### config.mk
export PLATFORM = sky130hd
export DESIGN_NAME = trap_ctrl_flat
export DESIGN_NICKNAME = d
export VERILOG_FILES = /design/src/rtl/trap_ctrl_pkg.sv /design/src/rtl/trap_ctrl_if.sv /design/src/rtl/trap_ctrl.sv /design/src/flat_wrapper.sv
export SDC_FILE = /design/constraint.sdc
export NUM_CORES = 1
export LEC_CHECK = 0
export CAP_MARGIN = 15
export CORE_ASPECT_RATIO = 0.9
export CORE_MARGIN = 4
export CORE_UTILIZATION = 29
export DETAILED_ROUTE_END_ITERATION = 8
export PLACE_DENSITY = 0.86
export SLEW_MARGIN = 40
export SYNTH_ARGS = -nofsm -noshare
export SYNTH_HDL_FRONTEND = slang
export SYNTH_SLANG_ARGS = --single-unit
### constraint.sdc
create_clock -name clk -period 1.8 [get_ports clk]
set_input_delay 0.45 -clock clk [delete_from_list [all_inputs] [get_ports clk]]
set_output_delay 0.45 -clock clk [all_outputs]
set_load 0.005 [all_outputs]
### src/rtl/trap_ctrl_pkg.sv
// Shared definitions for the trap sequencer: CSR addresses, cause codes,
// mstatus bit positions and the FSM/context encodings.
package trap_ctrl_pkg;

  localparam logic [11:0] CSR_MSTATUS = 12'h300;
  localparam logic [11:0] CSR_MTVEC   = 12'h305;
  localparam logic [11:0] CSR_MEPC    = 12'h341;
  localparam logic [11:0] CSR_MCAUSE  = 12'h342;

  localparam logic [31:0] CAUSE_ECALL  = 32'd11;
  localparam logic [31:0] CAUSE_EBREAK = 32'd3;

  localparam int MSTATUS_MIE  = 3;
  localparam int MSTATUS_MPIE = 7;

  typedef enum logic [2:0] {
    S_IDLE      = 3'd0,
    S_W_MEPC    = 3'd1,
    S_W_MSTATUS = 3'd2,
    S_W_MCAUSE  = 3'd3,
    S_JUMP      = 3'd4,
    S_MRET_ST   = 3'd5,
    S_MRET_JUMP = 3'd6
  } state_e;

  typedef enum logic [1:0] {
    K_NONE = 2'd0,
    K_EXC  = 2'd1,
    K_IRQ  = 2'd2,
    K_MRET = 2'd3
  } kind_e;

endpackage

### src/rtl/trap_ctrl_if.sv
// Pipeline <-> trap sequencer bundle: EX-stage events and CSR taps in,
// CSR write port, stall and fetch redirect out.
interface trap_ctrl_if #(
  parameter int XLEN = 32
);
  logic [XLEN-1:0] inst_addr;
  logic            ecall;
  logic            ebreak;
  logic            mret;
  logic            int_req;
  logic            glb_int_en;
  logic [XLEN-1:0] csr_mtvec;
  logic [XLEN-1:0] csr_mepc;
  logic [XLEN-1:0] csr_mstatus;
  logic            csr_wren;
  logic [11:0]     csr_wraddr;
  logic [XLEN-1:0] csr_wrdata;
  logic            hold_req;
  logic            jump_en;
  logic [XLEN-1:0] jump_addr;

  modport master (
    output inst_addr, ecall, ebreak, mret, int_req, glb_int_en,
           csr_mtvec, csr_mepc, csr_mstatus,
    input  csr_wren, csr_wraddr, csr_wrdata, hold_req, jump_en, jump_addr
  );

  modport slave (
    input  inst_addr, ecall, ebreak, mret, int_req, glb_int_en,
           csr_mtvec, csr_mepc, csr_mstatus,
    output csr_wren, csr_wraddr, csr_wrdata, hold_req, jump_en, jump_addr
  );
endinterface

### src/rtl/trap_ctrl.sv
// Trap/interrupt sequencer: stalls the pipeline, writes mepc/mstatus/mcause
// one per cycle, then redirects fetch to mtvec (trap) or mepc (mret).
module trap_ctrl
  import trap_ctrl_pkg::*;
#(
  parameter int              XLEN      = 32,
  parameter logic [XLEN-1:0] INT_CAUSE = 32'h8000_000B,
  parameter int              VECTORED  = 0
) (
  input logic          clk,
  input logic          rst,
  trap_ctrl_if.slave   bus
);

  state_e          state_q, state_d;
  kind_e           kind_q, kind_d;
  logic [XLEN-1:0] epc_q, cause_q, cause_d;
  logic            ctx_ld;
  logic            ev_any;
  logic [XLEN-1:0] mtvec_base;

  function automatic logic [XLEN-1:0] mstatus_on_trap(input logic [XLEN-1:0] s);
    logic [XLEN-1:0] r;
    r               = s;
    r[MSTATUS_MPIE] = s[MSTATUS_MIE];
    r[MSTATUS_MIE]  = 1'b0;
    return r;
  endfunction

  function automatic logic [XLEN-1:0] mstatus_on_mret(input logic [XLEN-1:0] s);
    logic [XLEN-1:0] r;
    r               = s;
    r[MSTATUS_MIE]  = s[MSTATUS_MPIE];
    r[MSTATUS_MPIE] = 1'b1;
    return r;
  endfunction

  assign ev_any     = bus.ecall | bus.ebreak | bus.mret | (bus.int_req & bus.glb_int_en);
  assign mtvec_base = bus.csr_mtvec & ~XLEN'(3);

  // Accept is gated by rst so every output reads 0 while reset is held.
  always_comb begin
    state_d        = state_q;
    kind_d         = kind_q;
    cause_d        = cause_q;
    ctx_ld         = 1'b0;
    bus.csr_wren   = 1'b0;
    bus.csr_wraddr = '0;
    bus.csr_wrdata = '0;
    bus.hold_req   = 1'b0;
    bus.jump_en    = 1'b0;
    bus.jump_addr  = '0;
    case (state_q)
      S_IDLE: begin
        if (rst && ev_any) begin
          bus.hold_req = 1'b1;
          ctx_ld       = 1'b1;
          state_d      = S_W_MEPC;
          if (bus.ecall) begin
            cause_d = XLEN'(CAUSE_ECALL);
            kind_d  = K_EXC;
          end else if (bus.ebreak) begin
            cause_d = XLEN'(CAUSE_EBREAK);
            kind_d  = K_EXC;
          end else if (bus.mret) begin
            kind_d  = K_MRET;
            state_d = S_MRET_ST;
          end else begin
            cause_d = INT_CAUSE;
            kind_d  = K_IRQ;
          end
        end
      end
      S_W_MEPC: begin
        bus.hold_req   = 1'b1;
        bus.csr_wren   = 1'b1;
        bus.csr_wraddr = CSR_MEPC;
        bus.csr_wrdata = epc_q;
        state_d        = S_W_MSTATUS;
      end
      // mstatus is taken live here so an EX write in the accept cycle is seen.
      S_W_MSTATUS: begin
        bus.hold_req   = 1'b1;
        bus.csr_wren   = 1'b1;
        bus.csr_wraddr = CSR_MSTATUS;
        bus.csr_wrdata = mstatus_on_trap(bus.csr_mstatus);
        state_d        = S_W_MCAUSE;
      end
      S_W_MCAUSE: begin
        bus.hold_req   = 1'b1;
        bus.csr_wren   = 1'b1;
        bus.csr_wraddr = CSR_MCAUSE;
        bus.csr_wrdata = cause_q;
        state_d        = S_JUMP;
      end
      S_JUMP: begin
        bus.hold_req = 1'b1;
        bus.jump_en  = 1'b1;
        if ((VECTORED != 0) && (kind_q == K_IRQ))
          bus.jump_addr = mtvec_base + {INT_CAUSE[XLEN-3:0], 2'b00};
        else
          bus.jump_addr = mtvec_base;
        state_d = S_IDLE;
      end
      S_MRET_ST: begin
        bus.hold_req   = 1'b1;
        bus.csr_wren   = 1'b1;
        bus.csr_wraddr = CSR_MSTATUS;
        bus.csr_wrdata = mstatus_on_mret(bus.csr_mstatus);
        state_d        = S_MRET_JUMP;
      end
      S_MRET_JUMP: begin
        bus.hold_req  = 1'b1;
        bus.jump_en   = 1'b1;
        bus.jump_addr = bus.csr_mepc;
        state_d       = S_IDLE;
      end
      default: state_d = S_IDLE;
    endcase
  end

  always_ff @(posedge clk or negedge rst) begin
    if (!rst) state_q <= S_IDLE;
    else      state_q <= state_d;
  end

  always_ff @(posedge clk or negedge rst) begin
    if (!rst) begin
      epc_q   <= '0;
      cause_q <= '0;
      kind_q  <= K_NONE;
    end else if (ctx_ld) begin
      epc_q   <= bus.inst_addr;
      cause_q <= cause_d;
      kind_q  <= kind_d;
    end
  end

endmodule
### src/flat_wrapper.sv
// flat-port wrapper written by rule: the top's interface ports become plain ports
module trap_ctrl_flat import trap_ctrl_pkg::*;
#(
  parameter int              XLEN      = 32,
  parameter logic [XLEN-1:0] INT_CAUSE = 32'h8000_000B,
  parameter int              VECTORED  = 0
)
  (clk, rst, bus_inst_addr, bus_ecall, bus_ebreak, bus_mret, bus_int_req, bus_glb_int_en, bus_csr_mtvec, bus_csr_mepc, bus_csr_mstatus, bus_csr_wren, bus_csr_wraddr, bus_csr_wrdata, bus_hold_req, bus_jump_en, bus_jump_addr);
  trap_ctrl_if #(.XLEN(XLEN)) bus_i ();
  input logic clk;
  input logic rst;
  input wire logic [$bits(bus_i.inst_addr)-1:0] bus_inst_addr;
  input wire logic [$bits(bus_i.ecall)-1:0] bus_ecall;
  input wire logic [$bits(bus_i.ebreak)-1:0] bus_ebreak;
  input wire logic [$bits(bus_i.mret)-1:0] bus_mret;
  input wire logic [$bits(bus_i.int_req)-1:0] bus_int_req;
  input wire logic [$bits(bus_i.glb_int_en)-1:0] bus_glb_int_en;
  input wire logic [$bits(bus_i.csr_mtvec)-1:0] bus_csr_mtvec;
  input wire logic [$bits(bus_i.csr_mepc)-1:0] bus_csr_mepc;
  input wire logic [$bits(bus_i.csr_mstatus)-1:0] bus_csr_mstatus;
  output wire logic [$bits(bus_i.csr_wren)-1:0] bus_csr_wren;
  output wire logic [$bits(bus_i.csr_wraddr)-1:0] bus_csr_wraddr;
  output wire logic [$bits(bus_i.csr_wrdata)-1:0] bus_csr_wrdata;
  output wire logic [$bits(bus_i.hold_req)-1:0] bus_hold_req;
  output wire logic [$bits(bus_i.jump_en)-1:0] bus_jump_en;
  output wire logic [$bits(bus_i.jump_addr)-1:0] bus_jump_addr;
  assign bus_i.inst_addr = bus_inst_addr;
  assign bus_i.ecall = bus_ecall;
  assign bus_i.ebreak = bus_ebreak;
  assign bus_i.mret = bus_mret;
  assign bus_i.int_req = bus_int_req;
  assign bus_i.glb_int_en = bus_glb_int_en;
  assign bus_i.csr_mtvec = bus_csr_mtvec;
  assign bus_i.csr_mepc = bus_csr_mepc;
  assign bus_i.csr_mstatus = bus_csr_mstatus;
  assign bus_csr_wren = bus_i.csr_wren;
  assign bus_csr_wraddr = bus_i.csr_wraddr;
  assign bus_csr_wrdata = bus_i.csr_wrdata;
  assign bus_hold_req = bus_i.hold_req;
  assign bus_jump_en = bus_i.jump_en;
  assign bus_jump_addr = bus_i.jump_addr;
  trap_ctrl #(.XLEN(XLEN), .INT_CAUSE(INT_CAUSE), .VECTORED(VECTORED)) u_core (.clk(clk), .rst(rst), .bus(bus_i));
endmodule
### Yosys cells after proc, flatten, opt, wreduce, memory -nomap -nowiden

Index checks and enable logic that the tools add are counted.

* mux-type cells: 16
* reductions and logical operators: 7
* bitwise operators: 4
* equal/unequal tests: 8

Operators with widths (count)
* $pmux 32 s4: 1
* $mux 32: 3
* $pmux 32 s2: 1
* $pmux 10 s3: 1
* $pmux 3 s5: 1
* $mux 3: 4
* $eq 3x3->1 const B: 3
* $eq 3x2->1 const B: 2
* $reduce_or 6->1: 1
* $mux 1: 4
* $reduce_and 4->1: 1
* $reduce_or 2->1: 2
* $reduce_or 4->1: 1
* $eq 3x1->1 const B: 1
* $logic_not 3->1: 1
* $ne 3x3->1 const B: 1
* $or 1x1->1: 3
* $ne 2x1->1 const B: 1
* $pmux 1 s2: 1
* $and 1x1->1: 1
* $logic_and 1x1->1: 1

* input bits: 135
* logic and storage cells: 38
* register bits after elaboration: 67
* output and inout port bits: 79

### Depth between registers and ports, before layout

* depth in word-level cells: 7
* depth in mapped cells: 6
* mapped depth without buffers: 3

### Worst setup path before layout

No wires, ideal clock.

* path kind: register to output
* start point: register u_core.state_q[2]
* end point: output bus_csr_wrdata[10]
* data required time: 1.350 ns
* path buffers: 3
* data arrival time: 1.424 ns
* cell stages (with the launch flop): 7
* path slack: -0.074 ns
* cell sequence: dfrtp_1 -> buf_2 -> nor2_1 -> a22o_1 -> buf_2 -> buf_2 -> a22o_1

* word-level cells in the longest chain between the ends: 2
* elaborated cells between the ends (all ways): 5
* classes of those cells: eq/ne (4); mux (1)

Ends and longest elaborated chain
* start: declaration: line trap_ctrl.sv:15 `state_e state_q, state_d;`
* start signal: assignment: line trap_ctrl.sv:124 `else state_q <= state_d;`
* $eq 3x3->1 (tied with other cells): line trap_ctrl.sv:53 `case (state_q)`
* $pmux 32 s4 (*): line trap_ctrl.sv:53
* end: declaration: line flat_wrapper.sv:23 `output wire logic [$bits(bus_i.csr_wrdata)-1:0] bus_csr_wrdata;`

Mark *: on every way between the ends. The rest lies on a longest branch, timed or not.

### Worst setup path in the final report

* start point: register u_core.state_q[2]
* end point: output bus_csr_wrdata[20]

Same word-level chain as after synthesis.

==> results.py <==
metrics = {
    "cts": {
        "cts_num_sinks": 38,
        "clk-insertion-delay-late_ps": 290,
        "cts.root.buffer_cell": "clkbuf_8",
        "cts.path.max_buffers": 2,
        "clk_pin_slew_ps": 80,
        "cts_made_buffers": 5,
        "cts_tree": "yes",
        "cts_htree_levels": 2,
    },
    "detailed_routing": {
        "vias_per_cell": 4.757,
        "via_count": 2816,
        "wl_per_cell_um": 20.15,
        "ant_nets": 0,
        "firstDrtPassIters": 4,
        "routed_wirelength_um": 11930,
        "drc_errors": 0,
        "first_iter_violations": 120,
    },
    "global_routing": {
        "grt_first_pass_wirelength_um": 17120,
        "grt_pass1_vias": 3119,
        "gr-total-overflow": 0,
        "antenna_found_initial": 0,
        "grt_max_degree": 32,
        "track_usage_pct": 21.60,
    },
    "status": {
        "violations": "setup timing",
        "status": "finished, violations left",
    },
    "timing": {
        "fin_worst_skew_ps": 4.215,
        "hold_viol": 0,
        "report.final.slew_viol_count": 0,
        "min_period_ps": 2182,
        "max_clock_freq_mhz": 458.4,
        "fin_setup_tns_ps": -25240,
        "hold_ws_ps": 258.9,
        "finalCritPeriodShare_pct": 121.2,
        "fin_ws_ps": -381.5,
        "setup_viol": 99,
        "rsz0062_at_grt": "yes",
    },
    "yosys": {
        "ys_types": 31,
        "syn_avg_cell_area_sq_um": 11.60,
        "netlist_instances": 217,
        "ys_seq_area_share_pct": 37.79,
        "synth_area_sq_um": 2516,
        "yosysWarnings": 0,
        "synth_seq_cells": 38,
    },
    "pwr": {
        "cellPowerDensity_nw_per_um2": 1508,
        "p_leak_nw": 2.520,
        "total_power_mw": 8.164,
        "power.switching_mw": 2.788,
        "internal_power_mw": 5.376,
        "clock_power_share_pct": 11.1,
        "power_frac_comb_pct": 69.2,
        "switching_share_pct": 34.15,
        "ir_worst_vdd_mv": 0.8117,
        "p_seq_share_pct": 19.6,
    },
    "layout": {
        "final_common_cell": "clkdlybuf4s50_1",
        "layout-drive-gt1-share_pct": 45.28,
        "syn_to_final_growth_pct": 115.1,
        "fin_cells": 592,
        "layout_common_cells": "clkdlybuf4s50_1, buf_2, a22o_1, dfrtp_1, mux2_4",
        "nNetsFinal": 611,
        "n_antenna_cell": 0,
    },
    "run": {
        "cap_violations": 0,
    },
    "worst_setup_path": {
        "cp-start-kind": "flip-flop",
        "timing.rr.start": "u_core.state_q[2]",
        "r2r_end": "u_core.epc_q[17]",
        "arrival_ps": 1730,
        "crit_type": "flip-flop to output pin",
        "cp-startpoint": "u_core.state_q[2]",
        "reg2reg_slack_ps": -220,
        "reg2reg_depth": 8,
        "end_kind": "output pin",
        "endpoint": "bus_csr_wrdata[20]",
        "crit_fanout": 5,
        "worst_ep_required_time_ps": 1350,
    },
    "placement": {
        "placed_cells": 538,
        "hpwl_um": 7745,
        "portBuffers": 204,
        "gp_congestion": 0.8344,
    },
    "die": {
        "coreArea_sq_um": 8262,
        "dieHeight_um": 96.37,
        "start_util_pct": 30.46,
        "num_io_pins": 214,
        "num_rows": 31,
        "dieArea_sq_um": 10230,
        "fp.dieW_um": 106.2,
    },
    "worst_hold_path": {
        "hold_class": "input pin to asynchronous set/reset pin",
    },
}
[power groups by stage]
| stage | clock network [mW] | registers [mW] | logic [mW] |
|---|---|---|---|
| 2_1_floorplan | 0 | 1.46 | 2.40 |
| 6_report | 0.909 | 1.60 | 5.65 |
| 3_3_place_gp | 0 | 1.58 | 4.39 |
| 5_1_grt | 0.973 | 1.65 | 6.00 |
| 4_1_cts | 0.922 | 1.58 | 5.73 |
| 3_5_place_dp | 0 | 1.59 | 4.47 |
[metal layers]
layer / vias up / wire length, um / global-route usage (%)
li1: 1333 / - / -
met1: 1371 / 4868 / 27.16
met2: 106 / 6424 / 39.56
met3: 6 / 563 / 3.555
met4: 0 / 71 / 3.883
met5: - / 0 / 0
[cell families (layout without fill, tap and decap cells)]
logic type | Yosys count | in the layout | synth area share (%)
AOI/OAI and AO/OA | 74 | 74 | 24.42
DFF | 38 | 38 | 37.79
and+or+nand+nor | 37 | 37 | 8.504
muxes | 36 | 36 | 20.39
buffers and inverters | 31 | 285 | 8.752
other | 1 | 7 | 0.1490
[final cells by class]
class	count	area [sq um]
Clock inverter	2	60.06
Clock buffer	6	82.58
Multi-Input combinational cell	154	1525
Tap cell	115	143.9
Inverter	2	7.507
Fill cell	661	2849
Sequential cell	38	954.7
Timing Repair Buffer	275	2639
[registers in the layout, summed over array words and instances (netlist names)]
name and flops:
u_core.cause_q 3, u_core.state_q 3, u_core.epc_q 32
[how the worst min path moves through the flow]
stage	cells past startpoint	to	slack (ps)	startpoint
2_1_floorplan	0	u_core.cause_q[1]	150	rst
3_3_place_gp	1	u_core.cause_q[1]	490	u_core.cause_q[1]
3_5_place_dp	1	u_core.epc_q[10]	500	u_core.epc_q[10]
4_1_cts	3	u_core.cause_q[3]	260	rst
5_1_grt	3	u_core.cause_q[3]	250	rst
6_report	3	u_core.cause_q[3]	260	rst
[critical path, stage by stage (launching register included)]
cell and delay [ps]:
dfrtp_2 460, buf_6 140, buf_6 110, nor2_4 130, buf_12 120, buf_12 100, buf_4 110, a22o_1 140
buf_2 130
[synth_stat cells, drive strengths merged]
cell / instances / share of area [%]
clkbuf: 10 / 1.5
nor2b: 5 / 1.2
mux2i: 4 / 1.6
o21ai: 2 / 0.40
buf: 19 / 7.0
o211ai: 3 / 0.90
and3b: 1 / 0.35
dfrtp: 38 / 38
nand4: 1 / 0.25
a22o: 58 / 20
o22ai: 1 / 0.25
a31oi: 1 / 0.25
nor4b: 1 / 0.94
mux2: 32 / 19
inv: 2 / 0.30
nand2b: 3 / 0.75
a2111o: 1 / 0.45
nand2: 5 / 0.75
a2111oi: 1 / 0.35
nand3: 8 / 1.6
nor2: 7 / 1.1
a32oi: 1 / 0.35
and2: 6 / 1.5
o31ai: 1 / 0.30
a21oi: 5 / 0.99
conb: 1 / 0.15
[metrics by stage]
step / area (sq um) / utilization [%] / worst slack, ps
floorplan: 2569 / - / 7.572
global placement: 4766 / 57.69 / -926.0
detailed placement: 4766 / 57.69 / -934.9
CTS: 5507 / 66.65 / -447.4
global route: 5413 / 65.52 / -431.4
finish: 5413 / 65.52 / -381.5
[timing repair]
action,CTS,global route
hold buffers,0,0
setup buffers,35,13
setup endpoints to repair,104,105
pin swaps,51,39
gates cloned,11,1
resized for setup,340,60
(Power assumes the default switching activity.)
